--- src/rtl/fetch_unit_pkg.sv ---
// Shared types for the instruction-fetch front end: FSM encodings and the default datapath width.
package fetch_unit_pkg;

  localparam int unsigned FETCH_WIDTH = 32;

  typedef enum logic [1:0] {
    FETCH_IDLE  = 2'd0,
    FETCH_REQ   = 2'd1,
    FETCH_DRAIN = 2'd2
  } fetch_state_e;

endpackage

--- src/rtl/fetch_unit_if.sv ---
// Fetch-unit bus bundle: instruction-memory req/ack channel plus the decode-side queue head.
interface fetch_unit_if #(
  parameter int unsigned WIDTH = 32
);

  logic             imem_req;
  logic [WIDTH-1:0] imem_addr;
  logic             imem_ack;
  logic [WIDTH-1:0] imem_rdata;
  logic             instr_valid;
  logic [WIDTH-1:0] instr_data;
  logic [WIDTH-1:0] instr_pc;
  logic             instr_ready;

  // master is the fetch unit; slave is the memory/decode environment around it
  modport master (
    output imem_req, imem_addr, instr_valid, instr_data, instr_pc,
    input  imem_ack, imem_rdata, instr_ready
  );

  modport slave (
    input  imem_req, imem_addr, instr_valid, instr_data, instr_pc,
    output imem_ack, imem_rdata, instr_ready
  );

endinterface

--- src/rtl/fetch_unit_queue.sv ---
// Circular instruction queue: DEPTH entries of {pc, instr}, clear has priority over push/pop.
module fetch_queue #(
  parameter int unsigned DEPTH   = 4,
  parameter int unsigned ENTRY_W = 64
) (
  input  logic                       clk,
  input  logic                       reset,
  input  logic                       push,
  input  logic                       pop,
  input  logic                       clear,
  input  logic [ENTRY_W-1:0]         din,
  output logic [ENTRY_W-1:0]         head,
  output logic [$clog2(DEPTH):0]     count,
  output logic                       empty,
  output logic                       full
);

  localparam int unsigned PTR_W = $clog2(DEPTH);

  logic [ENTRY_W-1:0] mem_q [DEPTH];
  logic [PTR_W-1:0]   wr_ptr_q, wr_ptr_d;
  logic [PTR_W-1:0]   rd_ptr_q, rd_ptr_d;
  logic [PTR_W:0]     count_q,  count_d;
  logic               do_push, do_pop;

  assign empty = (count_q == '0);
  assign full  = (count_q == (PTR_W+1)'(DEPTH));
  assign count = count_q;

  // head reads as zero when empty so stale storage never leaks onto the bus
  assign head = empty ? '0 : mem_q[rd_ptr_q];

  always_comb begin
    do_push  = push & ~full;
    do_pop   = pop & ~empty;
    wr_ptr_d = wr_ptr_q;
    rd_ptr_d = rd_ptr_q;
    count_d  = count_q;
    if (clear) begin
      wr_ptr_d = '0;
      rd_ptr_d = '0;
      count_d  = '0;
    end else begin
      if (do_push) wr_ptr_d = wr_ptr_q + PTR_W'(1);
      if (do_pop)  rd_ptr_d = rd_ptr_q + PTR_W'(1);
      case ({do_push, do_pop})
        2'b10:   count_d = count_q + (PTR_W+1)'(1);
        2'b01:   count_d = count_q - (PTR_W+1)'(1);
        default: count_d = count_q;
      endcase
    end
  end

  always_ff @(posedge clk or negedge reset) begin
    if (!reset) begin
      wr_ptr_q <= '0;
      rd_ptr_q <= '0;
      count_q  <= '0;
    end else begin
      wr_ptr_q <= wr_ptr_d;
      rd_ptr_q <= rd_ptr_d;
      count_q  <= count_d;
    end
  end

  always_ff @(posedge clk) begin
    if (do_push && !clear) mem_q[wr_ptr_q] <= din;
  end

endmodule

--- src/rtl/fetch_unit.sv ---
// Instruction-fetch front end: one outstanding imem request at a time, results queued for decode.
module fetch_unit
  import fetch_unit_pkg::*;
#(
  parameter int unsigned WIDTH = FETCH_WIDTH,
  parameter int unsigned DEPTH = 4
) (
  input  logic             clk,
  input  logic             reset,
  input  logic [WIDTH-1:0] pc_in,
  output logic             pc_advance,
  input  logic             flush,
  fetch_unit_if.master     bus
);

  localparam int unsigned PTR_W = $clog2(DEPTH);

  fetch_state_e     state_q, state_d;
  logic [WIDTH-1:0] addr_q,  addr_d;
  logic             q_push;
  logic             q_empty, q_full;
  logic [PTR_W:0]   q_count;
  logic [2*WIDTH-1:0] q_head;

  always_comb begin
    state_d    = state_q;
    addr_d     = addr_q;
    q_push     = 1'b0;
    pc_advance = 1'b0;
    case (state_q)
      FETCH_IDLE: begin
        if ((q_count < (PTR_W+1)'(DEPTH)) && !flush) begin
          state_d = FETCH_REQ;
          addr_d  = pc_in;
        end
      end
      FETCH_REQ: begin
        if (bus.imem_ack) begin
          state_d = FETCH_IDLE;
          if (!flush) begin
            pc_advance = 1'b1;
            q_push     = ~q_full;
          end
        end else if (flush) begin
          state_d = FETCH_DRAIN;
        end
      end
      FETCH_DRAIN: begin
        if (bus.imem_ack) state_d = FETCH_IDLE;
      end
      default: state_d = FETCH_IDLE;
    endcase
  end

  always_ff @(posedge clk or negedge reset) begin
    if (!reset) begin
      state_q <= FETCH_IDLE;
      addr_q  <= '0;
    end else begin
      state_q <= state_d;
      addr_q  <= addr_d;
    end
  end

  // request is outstanding in both REQ and DRAIN; address is only loaded on leaving IDLE
  assign bus.imem_req  = (state_q != FETCH_IDLE);
  assign bus.imem_addr = addr_q;

  fetch_queue #(
    .DEPTH   (DEPTH),
    .ENTRY_W (2*WIDTH)
  ) u_queue (
    .clk   (clk),
    .reset (reset),
    .push  (q_push),
    .pop   (bus.instr_ready),
    .clear (flush),
    .din   ({addr_q, bus.imem_rdata}),
    .head  (q_head),
    .count (q_count),
    .empty (q_empty),
    .full  (q_full)
  );

  assign bus.instr_valid = ~q_empty;
  assign bus.instr_pc    = q_head[2*WIDTH-1:WIDTH];
  assign bus.instr_data  = q_head[WIDTH-1:0];

endmodule

--- src/flat_wrapper.sv ---
// flat-port wrapper written by rule: the top's interface ports become plain ports
module fetch_unit_flat import fetch_unit_pkg::*;
#(
  parameter int unsigned WIDTH = FETCH_WIDTH,
  parameter int unsigned DEPTH = 4
)
  (clk, reset, pc_in, pc_advance, flush, bus_imem_req, bus_imem_addr, bus_instr_valid, bus_instr_data, bus_instr_pc, bus_imem_ack, bus_imem_rdata, bus_instr_ready);
  fetch_unit_if #(.WIDTH(WIDTH)) bus_i ();
  input  logic clk;
  input  logic reset;
  input  logic [WIDTH-1:0] pc_in;
  output logic pc_advance;
  input  logic flush;
  output wire logic [$bits(bus_i.imem_req)-1:0] bus_imem_req;
  output wire logic [$bits(bus_i.imem_addr)-1:0] bus_imem_addr;
  output wire logic [$bits(bus_i.instr_valid)-1:0] bus_instr_valid;
  output wire logic [$bits(bus_i.instr_data)-1:0] bus_instr_data;
  output wire logic [$bits(bus_i.instr_pc)-1:0] bus_instr_pc;
  input wire logic [$bits(bus_i.imem_ack)-1:0] bus_imem_ack;
  input wire logic [$bits(bus_i.imem_rdata)-1:0] bus_imem_rdata;
  input wire logic [$bits(bus_i.instr_ready)-1:0] bus_instr_ready;
  assign bus_imem_req = bus_i.imem_req;
  assign bus_imem_addr = bus_i.imem_addr;
  assign bus_instr_valid = bus_i.instr_valid;
  assign bus_instr_data = bus_i.instr_data;
  assign bus_instr_pc = bus_i.instr_pc;
  assign bus_i.imem_ack = bus_imem_ack;
  assign bus_i.imem_rdata = bus_imem_rdata;
  assign bus_i.instr_ready = bus_instr_ready;
  fetch_unit #(.WIDTH(WIDTH), .DEPTH(DEPTH)) u_core (.clk(clk), .reset(reset), .pc_in(pc_in), .pc_advance(pc_advance), .flush(flush), .bus(bus_i));
endmodule
--- config.mk ---
export PLATFORM = sky130hd
export DESIGN_NAME = fetch_unit_flat
export DESIGN_NICKNAME = d
export VERILOG_FILES = /design/src/rtl/fetch_unit_pkg.sv /design/src/rtl/fetch_unit_if.sv /design/src/rtl/fetch_unit_queue.sv /design/src/rtl/fetch_unit.sv /design/src/flat_wrapper.sv
export SDC_FILE = /design/constraint.sdc
export NUM_CORES = 1
export LEC_CHECK = 0
export ABC_AREA = 1
export CORE_ASPECT_RATIO = 0.6
export CORE_MARGIN = 2
export CORE_UTILIZATION = 44
export CTS_CLUSTER_DIAMETER = 150
export DETAILED_ROUTE_END_ITERATION = 10
export PLACE_DENSITY = 0.69
export SYNTH_ARGS = -nofsm -noshare
export SYNTH_HDL_FRONTEND = slang
export SYNTH_SLANG_ARGS = --single-unit
export TNS_END_PERCENT = 100
--- constraint.sdc ---
create_clock -name clk -period 3.8 [get_ports clk]
set_clock_uncertainty 0.15 [all_clocks]
set_input_delay 0.57 -clock clk [delete_from_list [all_inputs] [get_ports clk]]
set_output_delay 0.57 -clock clk [all_outputs]
set_load 0.05 [all_outputs]
# Word-level counts from Yosys, hierarchy flattened
# Memory sizes are Yosys's and may differ from the RTL's.
# Cells that the tools add are included.
[word_totals]
register_bits = 41
ramBits = 256
input_bits = 69
out_inout_bits = 99
n_memories = 1
[memory_table]
columns = ["memory", "words", "word_bits", "rd", "rd_clocked_by_memory_dff", "write_ports", "line", "source"]
rows = [
  ["u_core.u_queue.mem_q", 4, 64, 1, 0, 1, "fetch_unit_queue.sv:20", "logic [ENTRY_W-1:0] mem_q [DEPTH];"],
]
[op_classes]
n_addsub = 4
order_cmp = 1
eq_ne = 8
n_mux = 20
bitwise = 4
reduce_logical = 11
[op_table]
columns = ["operator", "count"]
rows = [
  ["2-to-1 mux 64 bit", 1],
  ["2-to-1 mux 2 bit", 8],
  ["2-to-1 mux 1 bit", 8],
  ["case mux 2 bit (3 select lines)", 1],
  ["case mux 3 bit (2 select lines)", 1],
  ["nonzero test 2 bit", 3],
  ["adder 2 x 1 -> 2 bit, second input constant", 2],
  ["equality test 2 x 1 -> 1 bit, second input constant", 2],
  ["equality test 2 bit, second input constant", 2],
  ["adder 3 x 1 -> 3 bit, second input constant", 1],
  ["equality test 3 bit, second input constant", 1],
  ["zero test 3 bit", 1],
  ["less-than comparator 3 bit, second input constant", 1],
  ["2-to-1 mux 3 bit", 1],
  ["inequality test 3 bit, second input constant", 1],
  ["AND reduction 3 bit", 1],
  ["nonzero test 3 bit", 1],
  ["subtractor 3 x 1 -> 3 bit, second input constant", 1],
  ["bitwise AND 1 bit", 2],
  ["logical AND 1 bit", 2],
  ["zero test 2 bit", 1],
  ["inequality test 2 x 1 -> 1 bit, second input constant", 1],
  ["inequality test 2 bit, second input constant", 1],
  ["inverter 1 bit", 2],
  ["2 further kinds", 2],
]

# Longest topological paths before layout
# Gate-level depths: netlist (run 1).
[depth]
word_depth = 9
mapped_depth = 12
mapped_depth_nobuf = 12

# Modules after synthesis
# Synthesis (run 1) repeated with hierarchy kept, for this count alone.
[unflattened]
cells_unflattened = 981
hier_area_um2 = 11800.1
[modules_own_cells]
columns = ["mod", "n_inst", "cells_each", "area_per_inst_um2", "seq_area_each_um2"]
rows = [
  ["fetch_queue", 1, 823, 10371.2, 7862.5],
  ["fetch_unit", 1, 158, 1428.9, 850.8],
]

# Worst setup path after synthesis (run 1)
# Ideal clock, no wire load.
[synth_timing]
path_kind = "input -> register"
start = "in flush"
end = "mem u_core.u_queue.mem_q[0][0] (enable)"
setup_ns = 0.487
arrival_time_ns = 4.129
setup_slack_ns = -0.966
path_stages = 5
cell_sequence = "inv_2 nand2_1 nor2_2 nand2_1 nor2_1"
[synth_between]
elab_chain_len = 7
elab_cells_between_ends = 8
classes_between = "mux: 5; bitwise: 1; reduce/logical: 2"
[synth_rtl]
columns = ["item", "line", "source"]
rows = [
  ["from (decl)", "flat_wrapper.sv:13", "input logic flush;"],
  ["2-to-1 mux 1 bit", "fetch_unit.sv:40", "if (!flush) begin"],
  ["2-to-1 mux 1 bit", "fetch_unit.sv:38", "if (bus.imem_ack) begin"],
  ["2-to-1 mux 1 bit", "fetch_unit.sv:30", "case (state_q)"],
  ["bitwise AND 1 bit", "fetch_unit_queue.sv:34", "do_push = push & ~full;"],
  ["logical AND 1 bit (*)", "fetch_unit_queue.sv:67", "if (do_push && !clear) mem_q[wr_ptr_q] <= din;"],
  ["2-to-1 mux 1 bit (*)", "fetch_unit_queue.sv:67", ""],
  ["2-to-1 mux 1 bit (implied by the code) (*)", "fetch_unit_queue.sv:67", ""],
  ["to (decl)", "fetch_unit_queue.sv:20", ""],
]
# Mark *: on every way between the ends. The rest lies on a longest branch, timed or not.

# Final worst setup path (run 1)
[layout_timing]
start = "reg u_core.u_queue.count_q[0] (netlist: u_core.u_queue.count[0])"
end = "out bus_instr_pc[1]"
[layout_between]
elab_chain_len = 2
[layout_rtl]
columns = ["item", "line", "source"]
rows = [
  ["from (decl)", "fetch_unit_queue.sv:23", "logic [PTR_W:0] count_q, count_d;"],
  ["from (signal assigned)", "fetch_unit_queue.sv:62", "count_q <= count_d;"],
  ["zero test 3 bit", "fetch_unit_queue.sv:26", "assign empty = (count_q == '0);"],
  ["2-to-1 mux 64 bit", "fetch_unit_queue.sv:31", "assign head = empty ? '0 : mem_q[rd_ptr_q];"],
  ["to (decl)", "flat_wrapper.sv:18", "output wire logic [$bits(bus_i.instr_pc)-1:0] bus_instr_pc;"],
]
# No other way between the ends.

==> metrics, run 1 <==
post-CTS repair timing setup buffer count=0; register-to-register setup slack=1.33 ns; non-filler instance count after layout=1,441; full die area=0.02804 mm²; Tot Pwr=0.01188 W; Setup crit end kind=output pin; Post-Layout Inst Area=0.01457 mm²; CTS Hold Bufs=1; fill cell count=2,149; post-synthesis instance area=0.01174 mm²; number of antenna diodes=0; leading post-synthesis cells by cell area=sky130_fd_sc_hd__edfxtp_1 (66%), sky130_fd_sc_hd__dfrtp_1 (8.7%), sky130_fd_sc_hd__nor2_1 (8.4%), sky130_fd_sc_hd__o21ai_0 (4.7%), sky130_fd_sc_hd__mux2_4 (3.7%); number of cells after detailed placement=1,388; cell with the biggest individual delay on the critical path=sky130_fd_sc_hd__buf_4; synth warn=0; residual overflow from global routing=0; leading cell types in the layout, fill and taps excluded=sky130_fd_sc_hd__nor2_1 (260), sky130_fd_sc_hd__edfxtp_1 (256), sky130_fd_sc_hd__o21ai_0 (111), sky130_fd_sc_hd__clkdlybuf4s50_1 (102), sky130_fd_sc_hd__buf_4 (75); beginning of the worst register-to-register path=u_core.state_q[1]$_DFFE_PN0P_; per-instance average area after synthesis=13.08 µm²; post-route antenna net violation count=0; Fmax=315.2 MHz; classification of the worst setup path=reg2out; later-pin clock latency in the skew report=0.53 ns; synthesized flop and latch total=297; Reg2Reg Capture Point=u_core.u_queue.count[2]$_DFFE_PN0P_; post-CTS resize count=0; ports placed on the boundary=168; deepest level of the CTS H-tree=1; Tot GR Track Use=18.38%; sequential area share after synthesis=74.25%; Post-Synthesis Net Count=971; clk sink count=297; share of Yosys cell area claimed by the top area cell type=65.51%; max-capacitance violation count=0; standard cell area after detailed placement=0.01364 mm²; initial antenna violation count=0; startpoint of the most critical setup path=u_core.u_queue.count[0]$_DFFE_PN0P_; layout overhead on the synthesized area=24.17%; worst stage delay on the critical path=0.45 ns; root buffer cell=sky130_fd_sc_hd__clkbuf_16; peak supply drop=0.5892 mV; Placer Congestion=0.7303; outcome=finished, final reports clean; commonest non-fill, non-tap cell in the layout=sky130_fd_sc_hd__nor2_1; data required time of the worst path=3.08 ns; Multi-input gate area=0.002719 mm²; fraction of the cycle the final worst path needs=83.50%; number of endpoints failing setup at the final stage=0; Worst setup SP type=flip-flop; most used cell, CP=sky130_fd_sc_hd__buf_4; Leak=5.286 nW; area of the core region=0.02630 mm²; total CTS buffers=28; count of mapped cells out of synthesis=897; detailed placement HPWL=14,820 µm; ratio of cells with drive above 1 in the final layout=15.73%; count of cells along the worst register-to-register path=12; Avg WL per Cell=17.90 µm; sum of routed wire length over all layers=25,790 µm; routed via count divided by cell count=5.051; largest net degree at the start of global routing=130; die boundary height=130.5 µm; Die Width=214.8 µm; worst path arrival time=2.45 ns; Initial Utilization=44.62%; final count of hold timing violations=0; post-synth cell types=26; number of global-route vias before repair=7,097; Final #Nets=1,133; detailed-route via count=7,278; clock-pin slew reported for the worst setup and hold paths after clock tree synthesis=0.06 ns; cells traversed along the worst timing path=nor2_1, nand2_1, inv_2, buf_4, a21oi_1, buf_4; number of port buffers=167; final critical delay including setup and external delays=3.173 ns; Iter 0 DRT Violations=667; Slew Limit Fails=0; library cell with the largest summed area after synthesis=sky130_fd_sc_hd__edfxtp_1; CP max FO=34; PwrDens=815.0 mW/mm²; setup repair after global routing missed its margin=no; Slew @ Worst Pin=0.8778 ns; worst hold path type=reg2reg; CTS max path bufs=3; tightest slew margin relative to the limit=41.48%; worst hold stages=0; Sequential cell area=0.008718 mm²; TritonCTS clock tree=built; Hold Startpoint=u_core.bus.imem_addr[9]$_DFFE_PN0P_; DRC violation count after routing=0; number of standard-cell rows in the floorplan=46; first-pass GRT wire length=40,340 µm; Hold Crit Endpoint=u_core.u_queue.mem_q[1][41]$_DFFE_PP_; first-pass iteration count of the detailed router=8
-- stage by stage --
step | setup slack [ns] | utilization, % | setup TNS [ns] | hold slack, ns
after global placement | 0.5911 | 51.86 | 0 | 0.3984
after CTS | 0.5886 | 55.40 | 0 | 0.4094
after global routing | 0.4644 | 55.40 | 0 | 0.4253
final | 0.6271 | 55.40 | 0 | 0.4060
after floorplan | -0.9658 | - | -247.24 | 0.1244
after detailed placement | 0.4881 | 51.86 | 0 | 0.3861
-- synthesized netlist by cell type, drive strengths merged --
cell    count
inv        17
xor2        1
nand2      16
nand3       8
nand4       3
clkbuf     15
or2         1
nor2      265
mux2       32
o31ai       1
o21ai     131
ha          4
edfxtp    256
buf        37
a21oi      68
fa          1
dfrtp      41
-- critical path, delay by kind of cell (launching register included) --
family	cells	cell delay, ns
compound gates	1	0.16
flops	1	0.43
simple gates	2	0.35
buf+inv	3	0.94
-- layer usage --
metal	vias up	global-route usage, %	routed length, µm	share of wire [%]
li1	3495	-	-	-
met4	0	3.350	328	1.3
met1	3558	26.81	12210	47
met3	31	3.333	1399	5.4
met5	-	0	0	0
met2	194	29.51	11850	46
-- area by class of cell --
class                   instances  share of cell area [%]
well taps                     360                   3.091
clock inverters                13                  0.7986
flip-flops and latches        297                   59.83
inverters                      17                  0.4465
multi-input cells             531                   18.66
repair buffers                184                   11.66
clock buffers                  39                   5.513
-- power by group --
| group | internal, W | switching (W) | total [W] | leakage [nW] |
|---|---|---|---|---|
| registers | 0.00405 | 0.000356 | 0.00440 | 2.80 |
| logic | 0.00146 | 0.00327 | 0.00472 | 2.04 |
| clock network | 0.00161 | 0.00114 | 0.00275 | 0.450 |
-- sequential cells by signal, summed over array words and instances (netlist names) --
name / flops
u_core.u_queue.mem_q: 256
u_core.u_queue.rd_ptr_q: 2
u_core.u_queue.count: 3
u_core.bus.imem_addr: 32
u_core.u_queue.wr_ptr_q: 2
u_core.state_q: 2
-- worst max path at each step --
stage	cells after the start	to
after floorplan	5	u_core.u_queue.mem_q[0][0]$_DFFE_PP_
after global routing	6	bus_instr_data[4]
after CTS	6	bus_instr_data[4]
final	6	bus_instr_pc[1]
after detailed placement	13	u_core.u_queue.count[2]$_DFFE_PN0P_
after global placement	13	u_core.u_queue.count[2]$_DFFE_PN0P_
-- cell families (layout without fill, tap and decap cells) --
kind of cell	after synthesis	in the layout	synth area share (%)
compound gates	200	200	8.551
xor+xnor	1	1	0.07465
buf+inv	69	253	2.836
simple gates	293	293	9.692
fa+ha+maj	5	5	0.5971
flops	297	297	74.25
mux	32	32	3.998
No activity file was read; power rests on OpenSTA's default activity.
==> inputs of run 2 (changes only) <==
--- a/config.mk
+++ b/config.mk
@@ -11,7 +11,7 @@
 export CORE_UTILIZATION = 44
 export CTS_CLUSTER_DIAMETER = 150
 export DETAILED_ROUTE_END_ITERATION = 10
-export PLACE_DENSITY = 0.69
+export PLACE_DENSITY = 0.67
 export SYNTH_ARGS = -nofsm -noshare
 export SYNTH_HDL_FRONTEND = slang
 export SYNTH_SLANG_ARGS = --single-unit
==> constraint.sdc (replaced) <==
create_clock -name clk -period 3 [get_ports clk]
set_clock_uncertainty 0.15 [all_clocks]
set_input_delay 0.45 -clock clk [delete_from_list [all_inputs] [get_ports clk]]
set_output_delay 0.45 -clock clk [all_outputs]
set_load 0.05 [all_outputs]
==> metrics, run 2 (synthesis gave the netlist of run 1 again) <==
first-pass GRT wire length=39,510 µm (-2.1%); commonest non-fill, non-tap cell in the layout=sky130_fd_sc_hd__nor2_1; Slew Limit Fails=0 (unchanged); layout overhead on the synthesized area=24.98%; CP max FO=64 (+88%); total CTS buffers=27 (-3.6%); detailed-route via count=7,290 (+0.16%); Core Util, Final=55.76% (+0.36 points); cell with the biggest individual delay on the critical path=sky130_fd_sc_hd__dfrtp_2; Initial Utilization=44.62% (unchanged); routed via count divided by cell count=5.041 (-0.18%); Iter 0 DRT Violations=621 (-6.9%); cell-internal power=0.008917 W (+25%); DRC violation count after routing=0 (unchanged); most used cell, CP=sky130_fd_sc_hd__buf_4; largest net degree at the start of global routing=65 (-50%); Setup crit end kind=output pin; area of the core region=0.02630 mm² (unchanged); Sequential cell area=0.008718 mm² (unchanged); leading cell types in the layout, fill and taps excluded=sky130_fd_sc_hd__nor2_1 (260), sky130_fd_sc_hd__edfxtp_1 (256), sky130_fd_sc_hd__o21ai_0 (111), sky130_fd_sc_hd__clkdlybuf4s50_1 (101), sky130_fd_sc_hd__buf_4 (75); number of buffers and inverters on the critical path=2 (-1); residual overflow from global routing=0 (unchanged); number of cells after detailed placement=1,394 (+0.43%); met2 wire length=11,180 µm (-5.7%); max FFs per register=256 (unchanged); share of power burned in registers=37.3% (+0.2 points); CTS max path bufs=3 (unchanged); worst path arrival time=2.31 ns (-0.14 ns); Die Width=214.8 µm (unchanged); Met1 Wirelength=12,720 µm (+4.2%); Sw Ratio=40.57% (+0.43 points); outcome=finished, final reports clean; final count of hold timing violations=0 (unchanged); number of antenna diodes=0 (unchanged); sum of met3 wire segment lengths after detailed routing=1696 µm (+21%); Tot GR Track Use=18.06% (-0.32 points); number of global-route vias before repair=6,958 (-2.0%); largest reg by FF count=u_core.u_queue.mem_q; Fin Hold WS=0.3746 ns (-0.03146 ns); standard cell area after detailed placement=0.01377 mm² (+0.95%); Final #Nets=1,139 (+0.53%); later-pin clock latency in the skew report=0.52 ns (about the same); Placer Congestion=0.7761 (+6.3%); root buffer cell=sky130_fd_sc_hd__clkbuf_16; TritonCTS clock tree=built; first-pass iteration count of the detailed router=4 (-4); setup repair after global routing missed its margin=no; number of port buffers=167 (unchanged); full die area=0.02804 mm² (unchanged); number of endpoints failing setup at the final stage=0 (unchanged); Slew @ Worst Pin=0.9552 ns (+0.07744 ns); Worst setup SP type=flip-flop; peak supply drop=0.6924 mV (+18%); worst hold path type=in2reg; max-capacitance violation count=0 (unchanged); Psw=0.006087 W (+28%); non-filler instance count after layout=1,446 (+0.35%); worst stage delay on the critical path=0.42 ns (-0.03 ns); tightest slew margin relative to the limit=36.32% (-5.2 points); Avg WL per Cell=17.92 µm (+0.16%); clk sink count=297 (unchanged); CP delay by family, top=buffers and inverters; fill cell count=2,158 (+0.42%); PwrDens=1023 mW/mm² (+26%); initial antenna violation count=0 (unchanged); detailed placement HPWL=15,230 µm (+2.8%); highest signal layer in the routed design=met4; Combinational Power Share=40.6% (+0.8 points); data required time of the worst path=2.40 ns (-0.68 ns); cells traversed along the worst timing path=buf_4, nor2_1, o21ai_0, a21oi_1, buf_4; classification of the worst setup path=reg2out; die boundary height=130.5 µm (unchanged); number of standard-cell rows in the floorplan=46 (unchanged); ports placed on the boundary=168 (unchanged); clock-pin slew reported for the worst setup and hold paths after clock tree synthesis=0.06 ns (about the same); Leak=5.319 nW (+0.64%); fraction of the cycle the final worst path needs=97.09%; Multi-input gate area=0.002725 mm² (+0.23%); sum of routed wire length over all layers=25,920 µm (+0.50%); post-route antenna net violation count=0 (unchanged); share of power burned in the clock network=22.0% (-1.2 points); Post-Layout Inst Area=0.01467 mm² (+0.65%); final critical delay including setup and external delays=2.913 ns; deepest level of the CTS H-tree=1 (unchanged); Fmax=343.3 MHz; ratio of cells with drive above 1 in the final layout=16.11% (+0.39 points)
## run 2: layout make-up
type	instances	area share, %
Clock inverter	7	0.4521
Sequential cell	297	59.44
Multi-Input combinational cell	531	18.58
Inverter	17	0.4948
Tap cell	360	3.071
Timing Repair Buffer	191	12.60
Clock buffer	43	5.357
## run 2: stage by stage
stage | worst slack (ns) | TNS, ns | power, W
floorplan | -0.6392 | -163.64 | 0.009654
global placement | 0.3884 | 0 | 0.01173
detailed placement | 0.3006 | 0 | 0.01178
CTS | 0.02919 | 0 | 0.01510
global route | 0.01248 | 0 | 0.01562
finish | 0.08735 | 0 | 0.01500
## run 2: routing by layer
layer  GRT usage, %  vias up
met5              0        -
met4          3.431        0
li1               -     3513
met2          27.37      215
met1          27.54     3534
met3          3.403       28
## run 2: path summary, 6_finish.rpt
path	start	end	slack [ns]	cells past startpoint
worst min register to register	u_core.bus.imem_addr[2]$_DFFE_PN0P_	u_core.u_queue.mem_q[1][34]$_DFFE_PP_	0.40	0
worst min-delay path	pc_in[7]	u_core.bus.imem_addr[7]$_DFFE_PN0P_	0.37	2
worst max register to register	u_core.state_q[1]$_DFFE_PN0P_	u_core.u_queue.count[2]$_DFFE_PN0P_	0.86	12
min in group asynchronous	reset	u_core.bus.imem_addr[13]$_DFFE_PN0P_	0.46	2
worst max-delay path	u_core.u_queue.rd_ptr_q[1]$_DFFE_PN0P_	bus_instr_pc[25]	0.09	5
max in group asynchronous	reset	u_core.u_queue.rd_ptr_q[0]$_DFFE_PN0P_	1.54	2
## run 2: worst reg2reg max path, stage by stage, from the launching register on
cell and delay (ns):
sky130_fd_sc_hd__dfrtp_1 0.38, sky130_fd_sc_hd__inv_1 0.08, sky130_fd_sc_hd__nand2_1 0.09, sky130_fd_sc_hd__nor2_2 0.20, sky130_fd_sc_hd__nand2_1 0.11, sky130_fd_sc_hd__nand2_2 0.12
sky130_fd_sc_hd__inv_1 0.07, sky130_fd_sc_hd__fa_1 0.43, sky130_fd_sc_hd__xor2_1 0.18, sky130_fd_sc_hd__inv_1 0.06, sky130_fd_sc_hd__nand2_1 0.05, sky130_fd_sc_hd__nand3_1 0.08
sky130_fd_sc_hd__nand2_1 0.05
## run 2: power groups by stage
stage / clock, W / combinational (W) / sequential [W]
5_1_grt: 0.00354 / 0.00642 / 0.00567
3_5_place_dp: 0 / 0.00608 / 0.00570
3_3_place_gp: 0 / 0.00605 / 0.00568
4_1_cts: 0.00338 / 0.00611 / 0.00561
2_1_floorplan: 0 / 0.00337 / 0.00628
6_report: 0.00331 / 0.00610 / 0.00560
## run 2: timing repair
action	4_1_cts	5_1_grt
endpoints found under the setup margin	2	50
resized for setup	2	6
hold endpoints to repair	36	0
setup buffers	0	1
hold buffers	1	0
==> inputs of run 3 (changes only) <==
--- a/config.mk
+++ b/config.mk
@@ -6,12 +6,14 @@
 export NUM_CORES = 1
 export LEC_CHECK = 0
 export ABC_AREA = 1
+export CELL_PAD_IN_SITES_DETAIL_PLACEMENT = 1
+export CELL_PAD_IN_SITES_GLOBAL_PLACEMENT = 1
 export CORE_ASPECT_RATIO = 0.6
 export CORE_MARGIN = 2
 export CORE_UTILIZATION = 44
 export CTS_CLUSTER_DIAMETER = 150
 export DETAILED_ROUTE_END_ITERATION = 10
-export PLACE_DENSITY = 0.67
+export PLACE_DENSITY = 0.77
 export SYNTH_ARGS = -nofsm -noshare
 export SYNTH_HDL_FRONTEND = slang
 export SYNTH_SLANG_ARGS = --single-unit
==> metrics, run 3 (synthesis gave the netlist of run 1 again) <==
outcome=finished, final reports clean; Die Width=214.8 µm (unchanged); worst hold path type=in2async; later-pin clock latency in the skew report=0.54 ns (+0.02 ns); worst path arrival time=2.28 ns (-0.03 ns); ports placed on the boundary=168 (unchanged); first-pass iteration count of the detailed router=5 (+1); fill cell count=2,628 (+22%); area of the core region=0.02630 mm² (unchanged); setup repair after global routing missed its margin=no; final count of hold timing violations=0 (unchanged); peak supply drop=0.7335 mV (+5.9%); Slew @ Worst Pin=0.6442 ns (-0.3110 ns); Sequential cell area=0.008718 mm² (unchanged); Setup crit end kind=output pin; number of port buffers=167 (unchanged); layout overhead on the synthesized area=25.60%; residual overflow from global routing=0 (unchanged); data required time of the worst path=2.40 ns (about the same); Worst setup SP type=flip-flop; commonest non-fill, non-tap cell in the layout=sky130_fd_sc_hd__nor2_1; Leak=5.360 nW (+0.77%); number of standard-cell rows in the floorplan=46 (unchanged); Final #Nets=1,142 (+0.26%); root buffer cell=sky130_fd_sc_hd__clkbuf_16; Fmax=346.9 MHz (+1.0%); die boundary height=130.5 µm (unchanged); Placer Congestion=0.7543 (-2.8%); leading cell types in the layout, fill and taps excluded=sky130_fd_sc_hd__nor2_1 (260), sky130_fd_sc_hd__edfxtp_1 (256), sky130_fd_sc_hd__o21ai_0 (111), sky130_fd_sc_hd__clkdlybuf4s50_1 (101), sky130_fd_sc_hd__buf_4 (77); beginning of the worst register-to-register path=u_core.state_q[1]$_DFFE_PN0P_; sum of routed wire length over all layers=31,460 µm (+21%); total CTS buffers=28 (+3.7%); standard cell area after detailed placement=0.01377 mm² (about the same); TritonCTS clock tree=built; max FFs per register=256 (unchanged); post-route antenna net violation count=0 (unchanged); first-pass GRT wire length=48,110 µm (+22%); max-capacitance violation count=0 (unchanged); Iter 0 DRT Violations=535 (-14%); CP max FO=65 (+1.6%); Multi-input gate area=0.002723 mm² (about the same); tightest slew margin relative to the limit=57.05% (+21 points); DRC violation count after routing=0 (unchanged); largest net degree at the start of global routing=66 (+1.5%); PwrDens=1044 mW/mm² (+2.1%); Post-Layout Inst Area=0.01474 mm² (+0.49%); clock-pin slew reported for the worst setup and hold paths after clock tree synthesis=0.06 ns (about the same); count of cells along the worst register-to-register path=12 (unchanged); Initial Utilization=44.62% (unchanged); full die area=0.02804 mm² (unchanged); detailed placement HPWL=19,250 µm (+26%); clk sink count=297 (unchanged); Fin Hold WS=0.3177 ns (-0.05687 ns); classification of the worst setup path=reg2out; routed via count divided by cell count=5.290 (+4.9%); deepest level of the CTS H-tree=1 (unchanged); CTS max path bufs=3 (unchanged); Tot GR Track Use=22.50% (+4.4 points); Slew Limit Fails=0 (unchanged); Reg2Reg Capture Point=u_core.u_queue.count[2]$_DFFE_PN0P_; largest reg by FF count=u_core.u_queue.mem_q; fraction of the cycle the final worst path needs=96.09% (-1.0 points); total negative setup slack=0 ns (unchanged); number of global-route vias before repair=8,227 (+18%); ratio of cells with drive above 1 in the final layout=16.15% (+0.033 points); final critical delay including setup and external delays=2.883 ns (-0.03004 ns); number of endpoints failing setup at the final stage=0 (unchanged); initial antenna violation count=1 (+1); Avg WL per Cell=21.68 µm (+21%); detailed-route via count=7,676 (+5.3%); register-to-register setup slack=0.81 ns (-0.05 ns)
==> run 3: routing by layer <==
metal	global-route usage, %	part of all wire [%]	up-vias
met5	0	0	-
met4	4.248	1.2	0
met3	5.370	6.1	34
met2	37.60	47	231
met1	30.68	45	3899
li1	-	-	3512
==> run 3: where the power goes <==
part | leakage, nW | total (W) | internal [W] | switching, W
clock network | 0.443 | 0.00352 | 0.00201 | 0.00150
registers | 2.80 | 0.00563 | 0.00512 | 0.000504
logic | 2.12 | 0.00625 | 0.00194 | 0.00432
total | 5.36 | 0.0154 | 0.00907 | 0.00632
==> run 3: repair_timing <==
| action | in CTS | in global routing |
|---|---|---|
| hold buffers | 1 | 0 |
| hold endpoints to repair | 27 | 0 |
| buffers inserted | 0 | 0 |
| resized for setup | 2 | 4 |
| cloned | 1 | 0 |
| pin swaps | 0 | 0 |
| endpoints found under the setup margin | 15 | 45 |
==> run 3: through the flow <==
step / util (%) / total power, W / setup slack [ns] / instances
after global placement: 52.37 / 0.01177 / 0.3715 / 1396
after global routing: 56.03 / 0.01600 / 0.005489 / 1450
after detailed placement: 52.37 / 0.01190 / 0.3039 / 1396
after floorplan: - / 0.009654 / -0.6392 / 897
final: 56.04 / 0.01539 / 0.1174 / 1451
after CTS: 55.99 / 0.01547 / 0.01631 / 1450
==> run 3: worst max path at each step <==
stage	startpoint	endpoint	slack, ns	depth (start not counted)
floorplan	flush	u_core.u_queue.mem_q[0][0]$_DFFE_PP_	-0.64	5
global placement	flush	u_core.u_queue.count[2]$_DFFE_PN0P_	0.37	13
detailed placement	flush	u_core.u_queue.count[2]$_DFFE_PN0P_	0.30	13
CTS	u_core.u_queue.count[0]$_DFFE_PN0P_	bus_instr_data[30]	0.02	6
global route	u_core.u_queue.rd_ptr_q[0]$_DFFE_PN0P_	bus_instr_data[22]	0.005	6
finish	u_core.u_queue.rd_ptr_q[0]$_DFFE_PN0P_	bus_instr_data[20]	0.12	6
==> run 3: final cells by class <==
type | count | share of cell area [%]
diodes | 1 | 0.01698
clock buffers | 34 | 5.051
clock inverters | 18 | 1.044
inverters | 17 | 0.4839
multi-input cells | 531 | 18.47
flip-flops and latches | 297 | 59.15
well taps | 360 | 3.056
repair buffers | 193 | 12.72
==> run 3: worst max-delay path, cell delays in order, from the launching register on <==
cell                      delay, ns
sky130_fd_sc_hd__dfrtp_4       0.48
sky130_fd_sc_hd__buf_16        0.31
sky130_fd_sc_hd__nor2_1        0.11
sky130_fd_sc_hd__nor2_1        0.11
sky130_fd_sc_hd__o21ai_0       0.12
sky130_fd_sc_hd__a21oi_1       0.34
sky130_fd_sc_hd__buf_4         0.27
